<file path="src/rtl/rom_port_arbiter.sv">
`default_nettype none
// ============================================================================
// Module      : rom_port_arbiter
// Description : Round-robin arbiter that shares one single-port ROM among
//               N_REQ readers. It waits for the ROM's data valid and has a
//               watchdog that aborts an access whose data never arrives.
// Revision    : 1.0 - initial release
// ============================================================================
module rom_port_arbiter #(
  parameter int N_REQ   = 4,
  parameter int ADDR_W  = 8,
  parameter int DATA_W  = 32,
  parameter int TIMEOUT = 15
) (
  input  logic                    clk,
  input  logic                    rst_n,
  input  logic [N_REQ-1:0]        req_ce,
  input  logic [N_REQ*ADDR_W-1:0] req_addr,
  output logic [DATA_W-1:0]       req_data,
  output logic [N_REQ-1:0]        req_valid,
  output logic [N_REQ-1:0]        grant,
  output logic [ADDR_W-1:0]       rom_addr,
  output logic                    rom_ce,
  input  logic [DATA_W-1:0]       rom_data,
  input  logic                    rom_valid,
  output logic                    busy,
  output logic                    timeout_err,
  output logic [2:0]              timeout_id
);

  typedef enum logic [1:0] {
    S_IDLE    = 2'd0,
    S_ACCESS  = 2'd1,
    S_DELIVER = 2'd2,
    S_GAP     = 2'd3
  } state_t;

  state_t              state, state_nx;
  logic [2:0]          ptr, ptr_nx;
  logic [2:0]          sel, sel_nx;
  logic [7:0]          cnt, cnt_nx;
  logic [N_REQ-1:0]    grant_nx, req_valid_nx;
  logic [ADDR_W-1:0]   rom_addr_nx;
  logic                rom_ce_nx, terr_nx;
  logic [DATA_W-1:0]   req_data_nx;
  logic [2:0]          tid_nx;

  // Round-robin picker outputs
  logic [7:0]          ce_ext;
  logic [3:0]          scan_idx;
  logic                pick_found;
  logic [2:0]          pick;
  logic [N_REQ-1:0]    pick_oh;
  logic [ADDR_W-1:0]   pick_addr;

  // Widened request vector so a 3-bit index is always in range
  assign ce_ext = 8'(req_ce);
  assign busy   = (state != S_IDLE);

  // Scan requesters starting at ptr, wrapping by compare-and-subtract
  always_comb begin
    pick_found = 1'b0;
    pick       = 3'd0;
    scan_idx   = 4'd0;
    for (int k = 0; k < N_REQ; k++) begin
      scan_idx = {1'b0, ptr} + 4'(k);
      if (scan_idx >= 4'(N_REQ)) begin
        scan_idx = scan_idx - 4'(N_REQ);
      end
      if (!pick_found && ce_ext[scan_idx[2:0]]) begin
        pick_found = 1'b1;
        pick       = scan_idx[2:0];
      end
    end
  end

  // One-hot grant and address mux for the picked requester
  always_comb begin
    pick_oh   = '0;
    pick_addr = '0;
    for (int i = 0; i < N_REQ; i++) begin
      if (pick == 3'(i)) begin
        pick_oh[i] = 1'b1;
        pick_addr  = req_addr[i*ADDR_W +: ADDR_W];
      end
    end
  end

  // Next-state and next-output logic; every register holds by default
  always_comb begin
    state_nx     = state;
    ptr_nx       = ptr;
    sel_nx       = sel;
    cnt_nx       = cnt;
    grant_nx     = grant;
    req_valid_nx = req_valid;
    rom_addr_nx  = rom_addr;
    rom_ce_nx    = rom_ce;
    req_data_nx  = req_data;
    terr_nx      = timeout_err;
    tid_nx       = timeout_id;
    case (state)
      S_IDLE: begin
        if (pick_found) begin
          grant_nx    = pick_oh;
          rom_addr_nx = pick_addr;
          rom_ce_nx   = 1'b1;
          cnt_nx      = 8'd0;
          sel_nx      = pick;
          state_nx    = S_ACCESS;
        end
      end
      S_ACCESS: begin
        // Data arriving on the expiry cycle wins over the watchdog
        if (rom_valid) begin
          req_data_nx  = rom_data;
          req_valid_nx = grant;
          rom_ce_nx    = 1'b0;
          state_nx     = S_DELIVER;
        end else if (cnt == 8'(TIMEOUT - 1)) begin
          req_data_nx  = '0;
          req_valid_nx = grant;
          terr_nx      = 1'b1;
          tid_nx       = sel;
          rom_ce_nx    = 1'b0;
          state_nx     = S_DELIVER;
        end else begin
          cnt_nx = cnt + 8'd1;
        end
      end
      S_DELIVER: begin
        req_valid_nx = '0;
        terr_nx      = 1'b0;
        grant_nx     = '0;
        // Served requester drops to lowest priority
        ptr_nx       = (sel == 3'(N_REQ - 1)) ? 3'd0 : sel + 3'd1;
        state_nx     = S_GAP;
      end
      default: begin
        state_nx = S_IDLE;
      end
    endcase
  end

  // State and output registers with synchronous active-low reset
  always_ff @(posedge clk) begin
    if (!rst_n) begin
      state       <= S_IDLE;
      ptr         <= 3'd0;
      sel         <= 3'd0;
      cnt         <= 8'd0;
      grant       <= '0;
      req_valid   <= '0;
      rom_addr    <= '0;
      rom_ce      <= 1'b0;
      req_data    <= '0;
      timeout_err <= 1'b0;
      timeout_id  <= 3'd0;
    end else begin
      state       <= state_nx;
      ptr         <= ptr_nx;
      sel         <= sel_nx;
      cnt         <= cnt_nx;
      grant       <= grant_nx;
      req_valid   <= req_valid_nx;
      rom_addr    <= rom_addr_nx;
      rom_ce      <= rom_ce_nx;
      req_data    <= req_data_nx;
      timeout_err <= terr_nx;
      timeout_id  <= tid_nx;
    end
  end

endmodule
`default_nettype wire
</file>
<file path="config.mk">
export PLATFORM = sky130hd
export DESIGN_NAME = rom_port_arbiter
export DESIGN_NICKNAME = d
export VERILOG_FILES = /design/src/rtl/rom_port_arbiter.sv
export SDC_FILE = /design/constraint.sdc
export NUM_CORES = 1
export LEC_CHECK = 0
export CAP_MARGIN = 20
export CORE_ASPECT_RATIO = 0.75
export CORE_MARGIN = 2
export CORE_UTILIZATION = 44
export CTS_CLUSTER_SIZE = 14
export DETAILED_ROUTE_END_ITERATION = 6
export GPL_ROUTABILITY_DRIVEN = 0
export PLACE_DENSITY = 0.8
export SYNTH_ARGS = -nofsm -noshare
export SYNTH_HDL_FRONTEND = slang
export SYNTH_SLANG_ARGS = --single-unit
export TNS_END_PERCENT = 1
</file>
<file path="constraint.sdc">
create_clock -name clk -period 6 [get_ports clk]
set_clock_uncertainty 0.1 [all_clocks]
set_input_delay 1.2 -clock clk [delete_from_list [all_inputs] [get_ports clk]]
set_output_delay 1.2 -clock clk [all_outputs]
set_load 0.03 [all_outputs]
</file>
### Word level (Yosys, flattened, before mapping)

Cells that the tools add are included.

| word-level totals | value |
|---|---|
| flip-flop bits (word level) | 69 |
| input port bits | 71 |
| output and inout port bits | 54 |
| word-level logic and storage cells | 114 |

| operators by class | value |
|---|---|
| $add $sub $neg | 9 |
| $lt $le $gt $ge | 8 |
| equality and inequality tests | 12 |
| mux-type cells | 51 |
| bitwise gates (word level) | 1 |
| reduce and logical (&&, ||, !) cells | 22 |

Operator list:

| cell | number |
|---|---|
| 2-to-1 mux 32 bit | 2 |
| 2-to-1 mux 8 bit | 7 |
| 2-to-1 mux 3 bit | 9 |
| 2-to-1 mux 1 bit | 17 |
| less-than comparator 3 x 4 -> 1 bit (second input constant) | 4 |
| case mux 4 bit (2 select lines) | 2 |
| case mux 8 bit (2 select lines) | 1 |
| binary-select mux 1 bit (select 3 bit) | 4 |
| >= comparator 4 x 3 -> 1 bit (second input constant) | 3 |
| 2-to-1 mux 4 bit | 3 |
| subtractor 3 bit (second input constant) | 4 |
| AND reduction 2 bit | 5 |
| nonzero test 2 bit | 5 |
| equality test 3 x 2 -> 1 bit (second input constant) | 3 |
| AND reduction 3 bit | 3 |
| adder 3 x 2 -> 4 bit (second input constant) | 2 |
| adder 8 x 1 -> 8 bit (second input constant) | 1 |
| equality test 8 x 4 -> 1 bit (second input constant) | 1 |
| != test 2 bit (second input constant) | 4 |
| 2-to-1 mux 2 bit | 3 |
| case mux 2 bit (3 select lines) | 1 |
| adder 3 x 1 -> 4 bit (second input constant) | 1 |
| case mux 1 bit (2 select lines) | 2 |
| AND reduction 4 bit | 1 |
| other kinds (11) | 15 |

### Logic depth before layout (Yosys ltp)

Gate-level depths: netlist of the first run.

| logic depth | value |
|---|---|
| depth after elaboration | 19 |
| gate-level depth with buffers | 12 |
| gate-level depth less buffers | 8 |

### Least setup slack after synthesis of the first run

Ideal clock, no wire load.

| timing path | value |
|---|---|
| path kind | reg2reg |
| from | reg ptr[0] |
| to | reg rom_addr[6] |
| library setup time | 0.130 ns |
| arrival time | 2.773 ns |
| required time | 5.770 ns |
| path slack | 2.997 ns |
| cell stages (with the launch flop) | 13 |
| buffers on the path | 4 |
| clock period less this slack | 3.003 ns |
| path through | dfxtp_1 buf_2 buf_2 inv_2 ha_1 buf_2 mux2i_2 o221ai_2 or4_1 o211ai_2 buf_8 mux2i_1 o221ai_2 |

| on the way | value |
|---|---|
| longest elaborated chain between the ends | 19 |
| elaborated cells between the ends (all ways) | 46 |
| those cells by class | add/sub (7); order compare (4); eq/ne (3); mux (24); reduce/logical (8) |

RTL lines:

| item | RTL line | RTL |
|---|---|---|
| start: declaration | 39 | `logic [2:0] ptr, ptr_nx;` |
| start signal: assignment | 161 | `ptr <= ptr_nx;` |
| branches (longest 19 deep; another with adder 3 x 1 -> 4 bit) | n/a |  |
| end signal: assignment | 166 | `rom_addr <= rom_addr_nx;` |
| end: declaration | 22 | `output logic [ADDR_W-1:0] rom_addr,` |

Parallel ways; which one is timed is not known. The select of a mux whose other input is x is not followed.
A chain may end at the register's enable or synchronous reset.

### Final worst setup path of the first run

| timing path | value |
|---|---|
| from | in req_ce[1] |
| to | reg rom_addr[7] |

| on the way | value |
|---|---|
| longest elaborated chain between the ends | 17 |
| elaborated cells between the ends (all ways) | 31 |
| those cells by class | eq/ne (3); mux (20); reduce/logical (8) |

RTL lines:

| item | RTL line | RTL |
|---|---|---|
| start: declaration | 17 | `input logic [N_REQ-1:0] req_ce,` |
| binary-select mux 1 bit (select 3 bit) | 70 | `if (!pick_found && ce_ext[scan_idx[2:0]]) begin` |
| 2-to-1 mux 1 bit (implied by the code) | 70 |  |
| 2-to-1 mux 1 bit | 70 |  |
| zero test 1 bit | 70 |  |
| logical AND 1 bit | 70 |  |
| 2-to-1 mux 1 bit | 70 |  |
| zero test 1 bit | 70 |  |
| logical AND 1 bit | 70 |  |
| 2-to-1 mux 1 bit | 70 |  |
| zero test 1 bit | 70 |  |
| logical AND 1 bit | 70 |  |
| 2-to-1 mux 3 bit | 70 |  |
| zero test 3 bit | 82 | `if (pick == 3'(i)) begin` |
| 2-to-1 mux 8 bit (4 in a row) | 82 |  |

Several ways; a longest one is shown, not always the timed one. The select of a mux whose other input is x is not followed.

==> results of run 1 <==
==> worst min-delay path, delay by kind of cell, from the launching register on <==
kind / cells / cell delay, ns
flops: 1 / 0.34
simple gates: 1 / 0.06
compound gates: 1 / 0.05
==> metrics by stage <==
stage / setup WS [ns] / hold slack (ns) / util, %
finish: 2.283 / 0.3924 / 66.15
global route: 2.018 / 0.4227 / 66.15
CTS: 2.300 / 0.3927 / 65.77
detailed placement: 1.933 / 0.3816 / 62.60
global placement: 2.045 / 0.3687 / 62.60
floorplan: 2.997 / 0.3479 / -
==> worst paths after layout <==
check / start / to / slack, ns / cells after the start
max: req_ce[1] / rom_addr[7] / 2.28 / 6
min: sel[1] / sel[1] / 0.39 / 2
max reg2reg: ptr[0] / rom_addr[7] / 2.34 / 7
min reg2reg: sel[1] / sel[1] / 0.39 / 2
==> flip-flops by register name, indices dropped and copies added (netlist names) <==
name	count
state	2
rom_ce	1
sel	3
ptr	3
cnt	8
req_data	32
timeout_err	1
req_valid	4
grant	4
timeout_id	3
rom_addr	8
==> area by class of cell <==
| cell class | instances | area (um^2) |
|---|---|---|
| Tap cell | 101 | 126.4 |
| Clock buffer | 9 | 123.9 |
| Clock inverter | 7 | 105.1 |
| Fill cell | 626 | 2447 |
| Inverter | 9 | 33.78 |
| Timing Repair Buffer | 129 | 1299 |
| Multi-Input combinational cell | 244 | 1713 |
| Sequential cell | 69 | 1381 |
==> kinds of logic (layout without fill, tap and decap cells) <==
logic type / count (synthesis) / after routing
AO/OA/AOI/OAI: 82 / 82
XOR/XNOR: 7 / 7
adder cells (fa/ha/maj): 9 / 9
buffers and inverters: 33 / 154
flip-flops: 69 / 69
multiplexers: 30 / 30
AND/OR/NAND/NOR: 116 / 116
==> metal layers <==
layer  GRT usage [%]  up-vias  part of all wire [%]
li1                -     1500                     -
met1           28.44     1439                    44
met2           33.12      131                    45
met3           6.411       17                   9.2
met4           6.842        0                   2.0
met5               0        -                     0
==> synthesized netlist by cell type, drive strengths merged (3+ instances only) <==
| library cell | count |
|---|---|
| nand2 | 10 |
| o21ai | 11 |
| dfxtp | 69 |
| clkbuf | 17 |
| buf | 7 |
| inv | 8 |
| nor3 | 3 |
| a22oi | 35 |
| and2 | 3 |
| and3 | 3 |
| nand2b | 3 |
| a21oi | 11 |
| nand3 | 14 |
| xnor2 | 7 |
| o221ai | 9 |
| nand3b | 3 |
| or4 | 3 |
| mux2 | 4 |
| mux2i | 25 |
| nor2 | 59 |
| ha | 9 |
| nor4 | 8 |
==> where the power goes <==
part,switching [mW],leakage [nW],internal (mW)
combinational,0.478,1.06,0.354
clock,0.194,0.113,0.241
sequential,0.0661,0.562,0.537
total,0.738,1.73,1.13
==> summary.md, run 1 <==
| Metric | Value |
|---|---|
| Die width | 103.1 um |
| Min-Delay Path Class | register to register |
| Worst Path Required | 6.11 ns |
| Clk buf depth | 2 |
| Placed Instances | 551 |
| Die area | 8071 um^2 |
| Post-CTS sizing | 0 |
| Largest net degree at the start of global routing | 52 |
| Clk Tree Root Cell | clkbuf_8 |
| DR iter-0 viols | 148 |
| Rel. slew slack | 35.33% |
| Slew Viols, Final | 0 |
| Lkg Pwr | 1.733 nW |
| Synth Area in Simple Gates | 17.27% |
| RSZ-0062 raised after global routing | no |
| Peak VDD IR | 220.1 uV |
| Min cycle time layout | 3.717 ns |
| Avg Synthesized Cell Area | 9.362 um^2 |
| WL per Instance | 15.32 um |
| Post-synth EDFFs | 0 |
| Post-route ant nets | 0 |
| Ys async rst share | 0% |
| Global route overflow | 0 |
| Critical Path Fanout Max | 15 |
| CP delay by family, top | compound AO/OA/AOI/OAI gates |
| DIE HEIGHT | 78.31 um |
| Layout area overhead | 47.62% |
| Top-area cell type share of the netlist area | 42.64% |
| Total GRT Usage | 21.35% |
| TritonCTS clock tree | done |
| Setup TNS | 0 ns |
| Synth area leader | dfxtp_1 |
| Detailed Routing Iterations Pass 1 | 5 |
| Non-Filler Instances | 568 |
| Bufs and invs on worst path | 1 |
| Max_cap viols | 0 |
| Worst-Skew Late Latency | 0.34 ns |
| CP endpoint kind | register |
| Final number of setup-violating endpoints | 0 |
| Via/cell ratio | 5.435 |
| Actual slew at the worst max-slew pin | 0.9643 ns |
| First-pass GRT wire length | 13660 um |
| Row cnt | 27 |
| Clock sink count | 69 |
| Post-Syn Area | 3239 um^2 |
| Most common cell after layout, fill and taps aside | clkdlybuf4s50_1 |
| Adder-cell share of the synthesized area | 3.476% |
| Most frequent cells in the layout | clkdlybuf4s50_1, dfxtp_1, nor2_1, a22oi_1, mux2i_1 |
| Antenna Cells | 0 |
| Post-CTS setup buffer count | 0 |
| Top cells by area, synth | dfxtp_1, a22oi_1, mux2i_1, nor2_1, o221ai_2 |
| Class of the most critical setup path | input port to register |
| Worst EP arrival | 3.83 ns |
| Top_reg_cell synth | dfxtp_1 |
| Layout cells sized above 1 | 9.850% |
| Via count | 3087 |
| Outcome | complete, no violations |
| Hold Fails Final Rpt | 0 |
| DP Wirelength | 6238 um |
| Tcrit/Tclk final | 61.95% |
| Mux contribution to synthesized area | 9.927% |
| Xor and xnor area share after synthesis | 1.893% |
| Initial Utilization | 44.81% |
| Residual DRC count | 0 |
| Library cells used by synthesis | 53 |
| Slowest-stage cell, CP | o31ai_2 |
| # port buffers | 124 |
| Synth Instances | 346 |
| Largest family of logic cells by synthesized area | compound AO/OA/AOI/OAI gates |
| Nets | 542 |
| Synth warnings | 0 |
| Htree depth | 3 |
| P per Cell Area | 391.2 nW/um^2 |
| CTS buffer count | 9 |
| Power Total | 1.871 mW |
| Cell Area, Placed | 4526 um^2 |
| Post-Syn Nets | 426 |
| Routed WL | 8702 um |
| Vias in the first global route | 2779 |
| CP Launch Type | input port |
| Worst path max stage delay | 0.78 ns |
| Initial antenna violation count | 0 |
| FMAX | 269.1 MHz |
| Register area share after synthesis | 42.64% |
| Core area | 7229 um^2 |
| Reg clk slew, reported paths | 0.08 ns |
| IO Pins | 125 |
| Finished Cell Area | 4782 um^2 |
| Ordered cell list for the critical path | clkdlybuf4s50_1 -> mux4_2 -> o21a_1 -> o31ai_2 -> or3_1 -> o221ai_1 |
| Synth Area in Compound Gates | 20.20% |
| Register bit total from synthesis | 69 |
| Hold buffers post-CTS | 0 |
(Power assumes the default switching activity.)
==> run 2: changes to the inputs <==
==> constraint.sdc (replaced) <==
create_clock -name clk -period 3.53 [get_ports clk]
set_clock_uncertainty 0.1 [all_clocks]
set_input_delay 0.706 -clock clk [delete_from_list [all_inputs] [get_ports clk]]
set_output_delay 0.706 -clock clk [all_outputs]
set_load 0.03 [all_outputs]
==> run 2 against run 1 <==
First-iteration DRC count is 39% higher. Critical path type is now register to register. Critical path depth increased by 3. Hold slack better by 0.0040 ns. Combinational power grew 75%. Highest routed layer unchanged. Cell area rose by 0.18%.
==> summary.md, run 2 (synthesized netlist as in run 1, its figures left out) <==
| Metric | Value |
|---|---|
| CP Launch Type | register |
| Nets | 545 |
| CTS buffer count | 9 |
| First-pass GRT wire length | 14130 um |
| Via/cell ratio | 5.389 |
| Clk buf depth | 2 |
| FILL cells | 604 |
| Placed Instances | 555 |
| Max reg flops | 32 |
| Peak VDD IR | 317.9 uV |
| Antenna Cells | 0 |
| # port buffers | 124 |
| WL per Instance | 15.54 um |
| RSZ-0062 raised after global routing | no |
| Die area | 8071 um^2 |
| Worst-Skew Late Latency | 0.35 ns |
| Rel. slew slack | 57.71% |
| P per Cell Area | 666.1 nW/um^2 |
| Largest net degree at the start of global routing | 51 |
| Initial antenna violation count | 0 |
| Biggest regs | req_data (32), cnt (8), rom_addr (8) |
| Most frequent cells in the layout | clkdlybuf4s50_1, dfxtp_1, nor2_1, a22oi_1, mux2i_1 |
| CP delay by family, top | multiplexers |
| Bufs and invs on worst path | 2 |
| Class of the most critical setup path | register to register |
| Post-CTS setup buffer count | 0 |
| Most common cell after layout, fill and taps aside | clkdlybuf4s50_1 |
| Hold buffers post-CTS | 0 |
| Total GRT Usage | 22.36% |
| Core area | 7229 um^2 |
| Outcome | complete, no violations |
| Row cnt | 27 |
| Clk Tree Root Cell | clkbuf_8 |
| DR iter-0 viols | 205 |
| Tcrit/Tclk final | 87.48% |
| Via count | 3077 |
| Power Total | 3.191 mW |
| Final Util | 66.27% |
| Min cycle time layout | 3.088 ns |
| Htree depth | 3 |
| Layout cells sized above 1 | 10.43% |
| Post-CTS sizing | 0 |
| Global route overflow | 0 |
| Worst path max stage delay | 0.54 ns |
| Vias in the first global route | 2861 |
| TritonCTS clock tree | done |
| Setup TNS | 0 ns |
| Die width | 103.1 um |
| Critical Path Fanout Max | 21 |
| Worst EP arrival | 3.21 ns |
| Hold WS | 0.3964 ns |
| Lkg Pwr | 1.742 nW |
| Layout area overhead | 47.89% |
| Slowest-stage cell, CP | or4_1 |
| Min-Delay Path Class | register to register |
| CP endpoint kind | register |
| Max_cap viols | 0 |
| Worst Path Required | 3.65 ns |
| DIE HEIGHT | 78.31 um |
| Cell repeated most along the worst path | o221ai_2 |
| Residual DRC count | 0 |
| IO Pins | 125 |
| Hold Fails Final Rpt | 0 |
| Ordered cell list for the critical path | inv_1 -> ha_1 -> mux2i_2 -> o221ai_2 -> or4_1 -> o211ai_2 -> buf_12 -> mux2i_1 -> o221ai_2 |
| Initial Utilization | 44.81% |
| Final number of setup-violating endpoints | 0 |
| Actual slew at the worst max-slew pin | 0.6301 ns |
| Slew Viols, Final | 0 |
| Routed WL | 8874 um |
| DP Wirelength | 6436 um |
| Non-Filler Instances | 571 |
| Clock sink count | 69 |
| Reg clk slew, reported paths | 0.08 ns |
| Detailed Routing Iterations Pass 1 | 5 |
| Biggest register | req_data |
| Post-route ant nets | 0 |
| FMAX | 323.8 MHz |
-- run 2: tightest hold or removal path, delay by kind of cell (launching register included) --
family             cells  cell delay, ns
AOI/OAI and AO/OA      1            0.05
DFF                    1            0.34
and+or+nand+nor        1            0.06
-- run 2: per-layer routing --
layer	routed length (um)	vias to the layer above	GRT usage (%)
li1	-	1503	-
met1	4016	1443	29.60
met2	4059	116	35.65
met3	708	15	6.768
met4	89	0	5.658
met5	0	-	0
-- run 2: metrics by stage --
stage	instance area (um^2)	setup slack (ns)
final	4791	0.4420
after global routing	4791	0.2714
after CTS	4791	0.4831
after detailed placement	4568	0.2422
after global placement	4568	0.4296
after floorplan	3239	0.5266
-- run 2: final timing paths --
path	from	to	slack, ns	cells past startpoint
setup / recovery	ptr[1]	rom_addr[2]	0.44	9
hold / removal	sel[1]	sel[1]	0.40	2
hold reg to reg	sel[1]	sel[1]	0.40	2
setup reg to reg	ptr[1]	rom_addr[2]	0.44	9
-- run 2: layout make-up --
| type | instances | area, um^2 | area share (%) |
|---|---|---|---|
| multi-input combinational | 244 | 1713 | 35.75 |
| sequential | 69 | 1381 | 28.83 |
| timing repair buffer | 132 | 1314 | 27.42 |
| tap | 101 | 126.4 | 2.638 |
| clock buffer | 9 | 123.9 | 2.586 |
| clock inverter | 7 | 98.84 | 2.063 |
| inverter | 9 | 33.78 | 0.7051 |
-- run 2: power breakdown --
group	internal [mW]	switching [mW]
logic	0.623	0.835
clock network	0.401	0.318
registers	0.914	0.101
total	1.94	1.25
